===== config.mk =====
export PLATFORM = sky130hd
export DESIGN_NAME = seg8_4_mux
export DESIGN_NICKNAME = d
export VERILOG_FILES = /design/src/rtl/seg8_4_mux.sv
export SDC_FILE = /design/constraint.sdc
export NUM_CORES = 1
export LEC_CHECK = 0
export CORE_MARGIN = 3
export CORE_UTILIZATION = 45
export CTS_BUF_LIST = sky130_fd_sc_hd__clkbuf_16
export DETAILED_ROUTE_END_ITERATION = 10
export PLACE_DENSITY = 0.74
export SYNTH_ARGS = -nofsm -noshare
export SYNTH_HDL_FRONTEND = slang
export SYNTH_SLANG_ARGS = --single-unit

===== constraint.sdc =====
create_clock -name clk -period 3.04 [get_ports clk]
set_clock_uncertainty 0.1 [all_clocks]
set_input_delay 0.76 -clock clk [delete_from_list [all_inputs] [get_ports clk]]
set_output_delay 0.76 -clock clk [all_outputs]
set_load 0.005 [all_outputs]

===== src/rtl/seg8_4_mux.sv =====
// seg8_4_mux: scanning driver for a 4-digit, 8-segment display.
// Shows a 16-bit value as four hex digits, each with its own decimal point.
module seg8_4_mux #(
    parameter int SCAN_DIV       = 16384,
    parameter bit SEL_ACTIVE_LOW = 1'b1,
    parameter bit SEG_ACTIVE_LOW = 1'b1
) (
    input  logic        clk,
    input  logic        rst,
    input  logic [15:0] number,
    input  logic [3:0]  dot,
    output logic [3:0]  sel,
    output logic [7:0]  seg
);

    localparam int PW = (SCAN_DIV > 1) ? $clog2(SCAN_DIV) : 1;
    localparam logic [PW-1:0] PLAST = PW'(SCAN_DIV - 1);

    // XOR masks: all-inactive values, also used to flip active-high to pin polarity
    localparam logic [3:0] SEL_OFF = SEL_ACTIVE_LOW ? 4'hF : 4'h0;
    localparam logic [7:0] SEG_OFF = SEG_ACTIVE_LOW ? 8'hFF : 8'h00;

    generate
        if (SCAN_DIV < 1) begin : g_bad_scan_div
            $fatal(1, "seg8_4_mux: SCAN_DIV must be >= 1");
        end
    endgenerate

    function automatic logic [6:0] hex7(input logic [3:0] n);
        logic [6:0] s;
        case (n)
            4'h0:    s = 7'h3F;
            4'h1:    s = 7'h06;
            4'h2:    s = 7'h5B;
            4'h3:    s = 7'h4F;
            4'h4:    s = 7'h66;
            4'h5:    s = 7'h6D;
            4'h6:    s = 7'h7D;
            4'h7:    s = 7'h07;
            4'h8:    s = 7'h7F;
            4'h9:    s = 7'h6F;
            4'hA:    s = 7'h77;
            4'hB:    s = 7'h7C;
            4'hC:    s = 7'h39;
            4'hD:    s = 7'h5E;
            4'hE:    s = 7'h79;
            default: s = 7'h71;
        endcase
        return s;
    endfunction

    logic [PW-1:0] pcnt_q, pcnt_d;
    logic [1:0]    idx_q, idx_d;
    logic [3:0]    sel_q, sel_d;
    logic [7:0]    seg_q, seg_d;
    logic [3:0]    nib;

    always_comb begin
        pcnt_d = pcnt_q + 1'b1;
        idx_d  = idx_q;
        if (pcnt_q == PLAST) begin
            pcnt_d = '0;
            idx_d  = idx_q + 2'd1;
        end
        nib   = number[{idx_q, 2'b00} +: 4];
        sel_d = (4'b0001 << idx_q) ^ SEL_OFF;
        seg_d = {dot[idx_q], hex7(nib)} ^ SEG_OFF;
    end

    always_ff @(posedge clk) begin
        if (rst) begin
            pcnt_q <= '0;
            idx_q  <= 2'd0;
            sel_q  <= SEL_OFF;
            seg_q  <= SEG_OFF;
        end else begin
            pcnt_q <= pcnt_d;
            idx_q  <= idx_d;
            sel_q  <= sel_d;
            seg_q  <= seg_d;
        end
    end

    assign sel = sel_q;
    assign seg = seg_q;

endmodule


Word-level counts from Yosys, hierarchy flattened
Memories as Yosys holds them, arrays and structs flattened.
Cells that the tools add are included.
{"block": "totals", "regBits": 28, "inputBits": 22, "mem_count": 1, "mem_bits_ro": 112, "word_cells": 16}
{"memory": "(name not given)", "depth": 16, "width": 7, "rd": 1, "rd_clocked_by_memory_dff": 0, "wr": 0, "line": "31", "rtl": "case (n)"}
{"block": "op_classes", "n_shift": 2, "muxes": 2, "bitwise": 2, "n_reduce_logical": 1, "add_sub_neg": 2, "eq_ne": 1, "n_lt_le_gt_ge": 1}
{"operator": "$shiftx 16x5->4", "n": 1}
{"operator": "$add 14x1->14 const B", "n": 1}
{"operator": "$eq 14x14->1 const B", "n": 1}
{"operator": "$not 8->8", "n": 1}
{"operator": "$not 4->4", "n": 1}
{"operator": "$shl 1x2->4 const A", "n": 1}
{"operator": "$lt 2x3->1 const B", "n": 1}
{"operator": "$add 2x1->2 const B", "n": 1}
{"operator": "$bmux 1 s2", "n": 1}
{"operator": "$reduce_or 2->1", "n": 1}
{"operator": "$mux 1", "n": 1}

Logic depth before layout (Yosys ltp)
{"block": "depth", "word_depth": 3, "mapped_depth": 7}

Least setup slack after synthesis
OpenSTA, ideal clock, no wires.
{"block": "synth_timing", "path_kind": "input-to-reg", "startpoint": "input number[13]", "endpoint": "register seg_q[3], in the netlist seg[3]", "required_ns": 2.803, "slack_ns": 0.821, "arrival_ns": 1.982, "setup_ns": 0.137, "stages": 6, "path_cell_list": "mux4_2 inv_1 ha_1 nor2b_4 a2111oi_4 a31oi_1"}
{"block": "synth_between", "elab_chain_len": 3}
{"item": "from (decl)", "line": "10", "rtl": "input logic [15:0] number,"}
{"item": "$shiftx 16x5->4", "line": "65", "rtl": "nib = number[{idx_q, 2'b00} +: 4];"}
{"item": "$mem_v2 16x7"}
{"item": "$not 8->8 (no line)"}
{"item": "to (signal assigned)", "line": "80", "rtl": "seg_q <= seg_d;"}
{"item": "to (decl)", "line": "55", "rtl": "logic [7:0] seg_q, seg_d;"}
Every way passes these cells.
A chain may end at the register's enable or synchronous reset.

Worst setup path in the final report
Same ends and word-level chain as after synthesis.

==> flow_summary.toml <==
[clocking]
cts_tree = "done"
clk_latency_ps = 260
clk_pin_slew_ps = 70
cts_max_level = 1
postCtsHoldBufs = 0
clock-sinks = 28
post_cts_buffers = 0
clockBufferDepth = 2
cts_buffers = 3
ctsResizeCount = 0
clockRootBuffer = "clkbuf_16"

[sta]
drv_slew = 0
finalSetupViolCount = 0
fin_crit_sh = 0.832
finalHoldViolations = 0
tns_ps = 0
max_slew.worst_pin.slew_ps = 477
max_slew_margin = 0.681
grt_setup_unrepaired = "false"
final.min_clock_period_ps = 2530
max_freq_mhz = 395

[grt]
grt_usage = 0.180
grt-ovfl-total = 0
grt_max_degree = 16
antenna_found_initial = 0
grt_pass1_wl_mm = 4.95
grt_pass1_vias = 1067

[die]
io-pin-count = 34
coreArea_um2 = 2850
die_w_um = 61.8
dieArea_um2 = 3810
initial_core_util = 0.490
num_rows = 19
die_y_um = 61.8

[synthesis]
synth_top_area_share = 0.401
yosysSeqAreaShare = 0.401
ys_warn_count = 0
netlist_top_cells_count = "dfxtp_1 (28), nor2_1 (15), ha_1 (11), nand2_1 (11), inv_1 (10)"
synth.most_common_cell = "dfxtp_1"
synth_edf_count = 0
synth_cell_types = 32
yosys.area.top_type = "dfxtp_1"
synth_fp_nets = 177
synthArstFlopShare = 0
synth-seq-cells = 28
synth_area_leaders = "dfxtp_1 (40%), ha_1 (9.8%), mux4_2 (8.1%), xnor2_1 (5.6%), nor2_1 (4.0%)"
avgSynthCellArea_um2 = 9.71
syn_inst = 144
synth_flop_cell = "dfxtp_1"
synth_area_um2 = 1400

[worst_setup_path]
required_ps = 3070
critPathTopFamily = "buffers and inverters"
crit_chain = "clkdlybuf4s50_1 -> mux4_2 -> inv_1 -> ha_1 -> nor2b_4 -> a2111oi_4 -> a31oi_1"
reg2reg_from = "idx_q[0]"
crit_path_start_kind = "primary input"
arrival_ps = 2560
worstSetupPathType = "primary input to flip-flop"
crit_fanout = 5
slowest_stage = "mux4_2"
path_buf_inv = 2
critical_path.startpoint = "number[13]"
slowest_delay_ps = 550
cp-end-kind = "flip-flop"

[finish]
n_antenna_cell = 0
fill_cells = 258
synthToLayoutAreaGrowth_pct = 30.2
drive_gt1_frac = 0.0682
final_cell_area_um2 = 1820
nets = 210

[detailed_routing]
vias = 1158
viasPerCell = 5.59
route.met2.wl_mm = 1.53
routedWlPerCell_um = 15.2
dr.pass1.iters = 4
drc = 0
routed.top_layer = "met4"
drtAntennaViolNets = 0
wl_mm = 3.14
first_iter_violations = 33
wl_met1_mm = 1.32
dr_wl_met3_um = 241

[place]
postPlaceCellArea_um2 = 1740
dp_hpwl_mm = 2.39
io_buffers = 33
gp_routability_congestion = 0.868

[power]
leakagePower_nw = 0.666
power.total_mw = 0.786
power.density_nw_per_um2 = 432
worst_ir_drop_vdd_mv = 0.256

[hold_path]
hold_path.class = "flip-flop to flip-flop"
min-delay-start = "pcnt_q[0]"

[run_status]
status = "complete, no violations"

[flow_run]
max-cap-violations = 0
layout make-up:
cell class	count	area [µm²]	area share
clock buffer	3	75.1	0.0412
clock inverter	1	3.75	0.00206
inverter	11	41.3	0.0227
multi-input combinational	99	764	0.420
sequential	28	561	0.308
tap	31	38.8	0.0213
timing repair buffer	34	338	0.185
worst paths after layout:
path / slack [ps] / cells after the start / to
worst max-delay path: 510 / 7 / seg[3]
worst min register to register: 380 / 1 / pcnt_q[0]
worst max register to register: 700 / 6 / seg[3]
worst min-delay path: 380 / 1 / pcnt_q[0]
placed cells by master, fill, tap and decap left out, types with 4 or more instances in the layout:
cell type,n
clkdlybuf4s50_1,33
dfxtp_1,28
nor2_1,15
nand2_1,11
ha_1,11
inv_1,10
xnor2_1,9
nand3_1,6
mux4_2,5
o21ai_0,5
nor3_1,5
or3_1,4
a21oi_1,4
registers in the layout, summed over array words and instances, names as in the netlist:
register,flops
pcnt_q,14
seg,8
idx_q,2
sel,4
report_power, final:
part           leakage, nW  switching (mW)  internal, mW  total (mW)
clock network       0.0385           0.121         0.176       0.297
registers            0.229         0.00625         0.379       0.386
logic                0.398          0.0420        0.0611       0.103
through the flow:
stage / std cells / worst slack [ps] / hold WS (ps) / util
after global placement: 203 / 357 / 358 / 0.611
final: 207 / 510 / 385 / 0.639
after floorplan: 144 / 821 / 341 / -
after detailed placement: 203 / 280 / 380 / 0.611
after global routing: 207 / 428 / 434 / 0.639
after CTS: 207 / 500 / 394 / 0.639
routing by layer:
metal / up-vias / GRT usage
met5: - / 0
met4: 0 / 0.0970
met3: 5 / 0.0455
met2: 54 / 0.293
met1: 536 / 0.219
li1: 563 / -
cells by family after synthesis:
family | after synthesis | share of synthesized area
AO/OA/AOI/OAI | 18 | 0.0966
flip-flops | 28 | 0.401
adder cells (fa/ha/maj) | 11 | 0.0984
buffers and inverters | 17 | 0.0528
multiplexers | 8 | 0.102
XOR/XNOR | 11 | 0.0689
AND/OR/NAND/NOR | 51 | 0.181
Note: power is estimated with default switching activity, not from simulation.
